==> src/rtl/branch_resolve_queue.sv <==
// branch_resolve_queue
//   In-order queue of predicted branches between fetch and execute. Fetch
//   pushes {prediction-table index, predicted direction}; execute resolves
//   the oldest entry with the actual direction. Each resolve produces a
//   registered one-cycle predictor-update strobe. A misprediction, an
//   external flush or a reset discards every younger entry.
//
// Ports
//   clk, rst_n               clock, synchronous active-low reset
//   pushValid/pushIndex/
//   pushPredTaken/pushReady  fetch-side push channel
//   resValid/resTaken/
//   resReady                 execute-side resolve channel (pops head)
//   flush                    discard all entries (same-cycle resolve still reported)
//   updValid/wIndex/takenIn  predictor update request (registered)
//   mispredict               strobe: resolved direction differed from prediction
//   count                    current occupancy, 0..DEPTH
//
// Handshake: a transfer happens on a rising edge where valid && ready are
// both 1. Ready depends only on registered occupancy, never on valid, and
// valid does not wait for ready.

module branch_resolve_queue #(
    parameter int DEPTH = 8,
    parameter int IDX_W = 4
) (
    input  logic                       clk,
    input  logic                       rst_n,
    input  logic                       pushValid,
    input  logic [IDX_W-1:0]           pushIndex,
    input  logic                       pushPredTaken,
    output logic                       pushReady,
    input  logic                       resValid,
    input  logic                       resTaken,
    output logic                       resReady,
    input  logic                       flush,
    output logic                       updValid,
    output logic [IDX_W-1:0]           wIndex,
    output logic                       takenIn,
    output logic                       mispredict,
    output logic [$clog2(DEPTH):0]     count
);

    localparam int PTR_W = $clog2(DEPTH);
    localparam logic [PTR_W:0] PTR_ONE = 1;

    // Pointers carry one extra wrap bit so full and empty are distinguishable.
    logic [PTR_W:0]     head;
    logic [PTR_W:0]     tail;
    logic [IDX_W-1:0]   mem_index [DEPTH];
    logic               mem_pred  [DEPTH];

    logic               full;
    logic               empty;
    logic               push_fire;
    logic               res_fire;
    logic               res_miss;
    logic [IDX_W-1:0]   head_index;
    logic               head_pred;

    assign full  = (head[PTR_W] != tail[PTR_W]) &&
                   (head[PTR_W-1:0] == tail[PTR_W-1:0]);
    assign empty = (head == tail);

    assign pushReady = !full;
    assign resReady  = !empty;
    assign count     = tail - head;

    assign head_index = mem_index[head[PTR_W-1:0]];
    assign head_pred  = mem_pred[head[PTR_W-1:0]];

    assign push_fire = pushValid && pushReady;
    assign res_fire  = resValid && resReady;
    assign res_miss  = res_fire && (resTaken != head_pred);

    // Storage needs no reset: empty pointers hide stale contents. A push that
    // is discarded by flush/mispredict is not written either.
    always_ff @(posedge clk) begin
        if (push_fire && !flush && !res_miss) begin
            mem_index[tail[PTR_W-1:0]] <= pushIndex;
            mem_pred[tail[PTR_W-1:0]]  <= pushPredTaken;
        end
    end

    always_ff @(posedge clk) begin
        if (!rst_n) begin
            head       <= '0;
            tail       <= '0;
            updValid   <= 1'b0;
            mispredict <= 1'b0;
            wIndex     <= '0;
            takenIn    <= 1'b0;
        end else begin
            // The resolving branch retired before any flush, so it is always
            // reported; wIndex/takenIn hold between resolves.
            updValid   <= res_fire;
            mispredict <= res_miss;
            if (res_fire) begin
                wIndex  <= head_index;
                takenIn <= resTaken;
            end

            if (flush || res_miss) begin
                // Everything still queued (and any same-cycle push) is younger
                // than the flush point; collapse to empty at the current tail.
                head <= tail;
            end else begin
                if (push_fire) begin
                    tail <= tail + PTR_ONE;
                end
                if (res_fire) begin
                    head <= head + PTR_ONE;
                end
            end
        end
    end

endmodule

==> config.mk <==
export PLATFORM = sky130hd
export DESIGN_NAME = branch_resolve_queue
export DESIGN_NICKNAME = d
export VERILOG_FILES = /design/src/rtl/branch_resolve_queue.sv
export SDC_FILE = /design/constraint.sdc
export NUM_CORES = 1
export LEC_CHECK = 0
export BUFFER_PORTS_ARGS = -buffer_cell sky130_fd_sc_hd__buf_2
export CORE_MARGIN = 5
export CORE_UTILIZATION = 50
export DETAILED_ROUTE_END_ITERATION = 12
export HOLD_SLACK_MARGIN = 0.02
export PLACE_DENSITY = 0.72
export SLEW_MARGIN = 10
export SYNTH_ARGS = -nofsm -noshare
export SYNTH_HDL_FRONTEND = slang
export SYNTH_SLANG_ARGS = --single-unit
==> constraint.sdc <==
create_clock -name clk -period 2.8 [get_ports clk]
set_input_delay 0 -clock clk [delete_from_list [all_inputs] [get_ports clk]]
set_output_delay 0 -clock clk [all_outputs]
set_load 0.05 [all_outputs]
==> results.json, run 1 <==
{
  "grt_pass1_vias": 1682,
  "grt_usage_pct": 19.4,
  "tritoncts": "yes",
  "whs_ps": 94.6,
  "grt.met2_usage_pct": 32.7,
  "grt-ovfl-total": 0,
  "worstSkewPairLatency_ps": 330,
  "ios": 24,
  "cts.sinks": 58,
  "fin_util_pct": 63.4,
  "cp.required_ps": 2840,
  "drive_gt1_share_pct": 27.0,
  "globalRouteMet1Util_pct": 23.2,
  "postPlaceCellArea_mm2": 0.00278,
  "r2r-start": "tail[0]",
  "place_congestion": 0.875,
  "die_w_um": 81.1,
  "grt_pass1_wl_mm": 8.92,
  "final_hold_viol_count": 0,
  "synth_cell_type_count": 38,
  "h-tree-depth": 3,
  "wl_per_cell_um": 18.8,
  "fmax_ghz": 0.382,
  "nets": 246,
  "vias": 1614,
  "hp-start": "flush",
  "clkTransAtPathRegs_ps": 70,
  "slew_headroom_pct": 63.7,
  "hp-class": "primary input to flip-flop",
  "pre_cts_ws_ps": 13.9,
  "timing.final.crit_share_pct": 93.5,
  "rsz0062_at_grt": "no",
  "cp.arrival_ps": 2660,
  "cts_buffers": 9,
  "status": "completed",
  "drt_iter0_drc": 134,
  "leakagePower_nw": 1.14,
  "fin_crit_ps": 2620,
  "syn_inst": 185,
  "dieHeight_um": 81.1,
  "port_buffers": 23,
  "cts.path.max_buffers": 2,
  "antenna_found_initial": 0,
  "dieArea_mm2": 0.00658,
  "antenna_cells": 0,
  "tns_ps": 0,
  "seq_area_frac_synth_pct": 61.8,
  "drc": 0,
  "ir_worst_vdd_mv": 0.323,
  "power.density_mw_per_mm2": 708,
  "crit_fanout": 9,
  "skew_ps": 10.8,
  "crit_path_start_kind": "flip-flop",
  "setup_slack_ps": 183,
  "power_mw": 2.16,
  "path_class": "flip-flop to flip-flop",
  "avgSynthCellArea_um2": 13.7,
  "ys_warn_count": 0,
  "wl_mm": 5.64,
  "cts_setup_buffers": 0,
  "syn_area_mm2": 0.00253,
  "worst_slew_pin_slew_ps": 539,
  "postSynthRegisterBits": 58,
  "via_per_inst": 5.38,
  "fin_area_mm2": 0.00305,
  "placed_cells": 278,
  "fp.coreArea_mm2": 0.00482,
  "setup_violations": 0,
  "rows": 25,
  "global_route.usage.met3_pct": 4.99,
  "cp-startpoint": "tail[0]",
  "top_usage_layer": "met2",
  "start_util_pct": 52.5,
  "report.final.slew_viol_count": 0,
  "dp_hpwl_mm": 4.09,
  "critPathCaptureType": "flip-flop",
  "maxCapViolCount": 0,
  "area_delta_synth_final_pct": 20.7,
  "fin_cells": 300,
  "first_pass_iters": 4,
  "grt_start_max_net_pins": 13,
  "drtAntennaViolNets": 0,
  "synthesis.nets": 202,
  "cts_root_buf": "clkbuf_8"
}
## cell usage after synthesis
master / number / area, um^2
a211o_1: 1 / 8.76
a21boi_0: 1 / 7.51
a21o_1: 1 / 7.51
a21oi_1: 5 / 25.0
a22oi_1: 1 / 7.51
a311oi_1: 5 / 43.8
a31oi_1: 3 / 18.8
and2_1: 1 / 6.26
and3_1: 1 / 6.26
buf_2: 1 / 5.00
buf_4: 3 / 22.5
clkbuf_1: 5 / 18.8
clkbuf_2: 1 / 5.00
dfxtp_1: 18 / 360
edfxtp_1: 40 / 1200
fa_1: 1 / 20.0
ha_1: 5 / 62.6
inv_1: 10 / 37.5
mux2_1: 3 / 33.8
mux2_2: 1 / 11.3
mux2i_1: 4 / 40.0
mux2i_4: 1 / 22.5
mux4_2: 9 / 203
nand2_1: 25 / 93.8
nand2b_1: 2 / 12.5
nand3_1: 4 / 20.0
nand3_4: 1 / 17.5
nand4_1: 1 / 6.26
nor2_1: 8 / 30.0
nor2b_1: 1 / 6.26
nor3_1: 2 / 10.0
nor4_1: 6 / 37.5
nor4b_4: 1 / 23.8
o211ai_1: 1 / 7.51
o21ai_0: 4 / 20.0
or4_1: 1 / 7.51
xnor2_1: 5 / 43.8
xor2_1: 2 / 17.5
## report_power, final
part	switching [mW]	internal (mW)
registers	0.0229	0.948
logic	0.264	0.134
clock network	0.302	0.491
## worst paths after layout
path | cells past startpoint | slack, ps | end
min | 3 | 90 | flip-flop
max reg2reg | 8 | 180 | mem_index[4][0]
min reg2reg | 2 | 450 | takenIn
max | 8 | 180 | mem_index[4][0]
## final cells by class
class / count / area, um^2
clock buffer: 11 / 131
clock inverter: 4 / 67.6
fill: 379 / 1760
inverter: 10 / 37.5
multi-input combinational: 107 / 887
sequential: 58 / 1560
tap: 67 / 83.8
timing repair buffer: 43 / 283
## worst max-delay path, cell delays in order (launching register included)
cell and delay (ps):
dfxtp_2 450, inv_1 210, ha_1 370, and3_1 260, a21oi_1 140, mux2i_4 260, nand3_4 190, nor4_1 240
buf_4 200
## metal layers
| layer | up-vias | routed length, um |
|---|---|---|
| met3 | 10 | 309 |
| met1 | 775 | 2360 |
| met5 | - | 0 |
| li1 | 774 | - |
| met4 | 0 | 121 |
| met2 | 55 | 2850 |
## cells in the final DEF (no fill, tap or decap), types with 3 or more instances in the layout
master and count:
clkbuf_8 9, a21oi_1 5, o21ai_0 4, ha_1 5
inv_1 10, a311oi_1 5, edfxtp_1 40, nand3_1 4
nor2_1 8, buf_4 13, buf_2 23, nor4_1 5
dfxtp_1 17, xnor2_1 5, a31oi_1 3, mux2i_1 4
mux4_2 9, nand2_1 24, mux2_1 3, dlygate4sd3_1 7
## flip-flops by register name, indices dropped and copies added (netlist names), named ones only
name,cells
takenIn,1
head,4
wIndex,4
tail,4
mem_index,32
mem_pred,8
mispredict,1
updValid,1
## cells by family (layout without fill, tap and decap cells)
family | after synthesis | count (layout) | synth area share (%)
simple gates | 54 | 54 | 11.0
buf+inv | 20 | 68 | 3.51
fa+ha+maj | 6 | 6 | 3.27
flops | 58 | 58 | 61.8
mux | 18 | 18 | 12.3
xor+xnor | 7 | 7 | 2.42
compound gates | 22 | 22 | 5.79
## what timing repair did
action                                 4_1_cts  5_1_grt
cloned                                       0        0
setup endpoints to repair                    5        5
gates resized for setup                      1        1
endpoints found under the hold margin       44        0
hold buffers                                 7        0
Power figures use the tool's default switching activity.
==> inputs of run 2 (changes only) <==
- clock period: 2.8 -> 2.3 ns (I/O delays scaled with it)
==> run 2 against run 1 <==
Net effect: the flow now finishes with violations (negative setup slack); worst setup slack worse by 320 ps; clock skew shrank 5.2 ps; hold slack improved by 0.82 ps; maximum frequency grew 7.6%; sequential power up 22%; largest cell class unchanged; sequential cell count is the same; non-clock buffer count is 18 higher; critical endpoint is now mem_index[2][1]; critical path depth unchanged; highest routed layer unchanged.
==> results.json, run 2 (synthesis gave the netlist of run 1 again) <==
{
  "area_delta_synth_final_pct": 34.2,
  "hp-class": "primary input to flip-flop",
  "status": "complete, but fails checks",
  "cp.arrival_ps": 2480,
  "antenna_cells": 0,
  "cts.path.max_buffers": 2,
  "cpPeakStageDelay_ps": 520,
  "cts_root_buf": "clkbuf_8",
  "worstSkewPairLatency_ps": 330,
  "crit_fanout": 5,
  "fin_cells": 319,
  "rsz0062_at_grt": "yes",
  "rows": 25,
  "grt_usage_pct": 20.9,
  "setup_violations": 38,
  "final_common_cell": "edfxtp_1",
  "antenna_found_initial": 0,
  "drive_gt1_share_pct": 40.5,
  "ir_worst_vdd_mv": 0.540,
  "timing.final.crit_share_pct": 106,
  "critPathCaptureType": "flip-flop",
  "wl_mm": 6.17,
  "drtAntennaViolNets": 0,
  "whs_path_depth": 3,
  "violations": "negative setup slack",
  "maxCapViolCount": 0,
  "slew_headroom_pct": 58.6,
  "cts_buffers": 9,
  "crit_end": "mem_index[2][1]",
  "dieHeight_um": 81.1,
  "grt_start_max_net_pins": 13,
  "start_util_pct": 52.5,
  "port_buffers": 23,
  "worst_slew_pin_slew_ps": 616,
  "leakagePower_nw": 1.26,
  "skew_ps": 5.55,
  "drc": 0,
  "fin_crit_ps": 2430,
  "regToRegSetupSlack_ps": -130,
  "clkTransAtPathRegs_ps": 60,
  "final_cell_mix": "40 x edfxtp_1, 24 x nand2_1, 23 x buf_2, 23 x buf_4, 16 x dfxtp_1",
  "r2r-start": "mem_pred[4]",
  "largest_register_ffs": 32,
  "power.density_mw_per_mm2": 766,
  "cp-startpoint": "mem_pred[4]",
  "path_class": "flip-flop to flip-flop",
  "setup_slack_ps": -132,
  "first_pass_iters": 4,
  "place_congestion": 0.818,
  "grt-ovfl-total": 0,
  "via_per_inst": 5.33,
  "final_hold_viol_count": 0,
  "tritoncts": "yes",
  "dp_hpwl_mm": 4.19,
  "die_w_um": 81.1,
  "rr_endpoint": "mem_index[2][1]",
  "report.final.slew_viol_count": 0,
  "crit_top_cell": "buf_6",
  "cp.required_ps": 2340,
  "fin_util_pct": 70.4,
  "ios": 24,
  "cp_slowest_cell": "mux4_2",
  "h-tree-depth": 3,
  "fmax_ghz": 0.411,
  "cp_cell_sequence": "mux2_4 -> mux4_2 -> mux2i_4 -> nand3_4 -> buf_6 -> buf_6 -> nor4_4 -> buf_4",
  "placed_cells": 282,
  "power_mw": 2.60,
  "cts.sinks": 58,
  "r2r_cells": 8,
  "fp.coreArea_mm2": 0.00482,
  "wl_per_cell_um": 19.4,
  "tns_ps": -2440,
  "grt_pass1_vias": 1808,
  "crit_path_start_kind": "flip-flop",
  "nets": 264,
  "grt_pass1_wl_mm": 9.54,
  "drt_iter0_drc": 122,
  "vias": 1700,
  "dieArea_mm2": 0.00658
}
-- run 2: cell count changes in the layout (fill, tap and decap cells not counted), sizes merged --
cell / before / now
buf: 36 / 54
bufinv: 2 / 0
clkinv: 2 / 4
clkbuf: 11 / 12
clkinvlp: 0 / 1
inv: 10 / 9
-- run 2: what timing repair did --
| item | CTS | global route |
|---|---|---|
| hold buffers | 7 | 0 |
| setup buffers | 15 | 2 |
| pin swaps | 4 | 4 |
| gates resized for setup | 9 | 13 |
| cloned | 0 | 0 |
| endpoints found under the setup margin | 43 | 45 |
| endpoints found under the hold margin | 45 | 0 |
-- run 2: metrics by stage --
stage               hold WS (ps)  setup WS, ps  area, um^2
finish                      95.4          -132        3390
detailed placement           321          -170        2940
floorplan                   98.9          -115        2670
CTS                         70.7          -141        3330
global placement             303         -61.0        2940
global route                 102          -192        3390
-- run 2: worst min-delay path by stage --
stage                      start              end  slack (ps)
floorplan           pushIndex[0]  mem_index[0][0]         100
global placement        resTaken          takenIn         300
detailed placement      resTaken          takenIn         320
CTS                        flush        flip-flop          70
global route               flush          head[3]         100
finish                     flush          head[3]         100
-- run 2: final cells by class --
cell class	instances	area, um^2
inverters	10	41.3
repair buffers	61	457
fillers	349	1420
well taps	67	83.8
clock buffers	12	155
multi-input cells	107	1070
clock inverters	4	16.3
flip-flops and latches	58	1570
-- run 2: worst max-delay path: cells and delay by family (launching register included) --
kind                   cells  cell delay [ps]
multiplexers               3             1040
flip-flops                 1              420
AND/OR/NAND/NOR            2              250
buffers and inverters      3              440
-- run 2: power by group --
part / switching [mW] / internal [mW] / leakage (nW)
clock network: 0.376 / 0.437 / 0.0889
logic: 0.374 / 0.238 / 0.661
registers: 0.0212 / 1.15 / 0.509
-- run 2: metal layers --
metal	global-route usage [%]	share of wire, %	up-vias
li1	-	-	814
met1	24.5	42	825
met2	33.5	50	48
met3	7.87	5.0	13
met4	10.6	2.8	0
met5	0	0	-
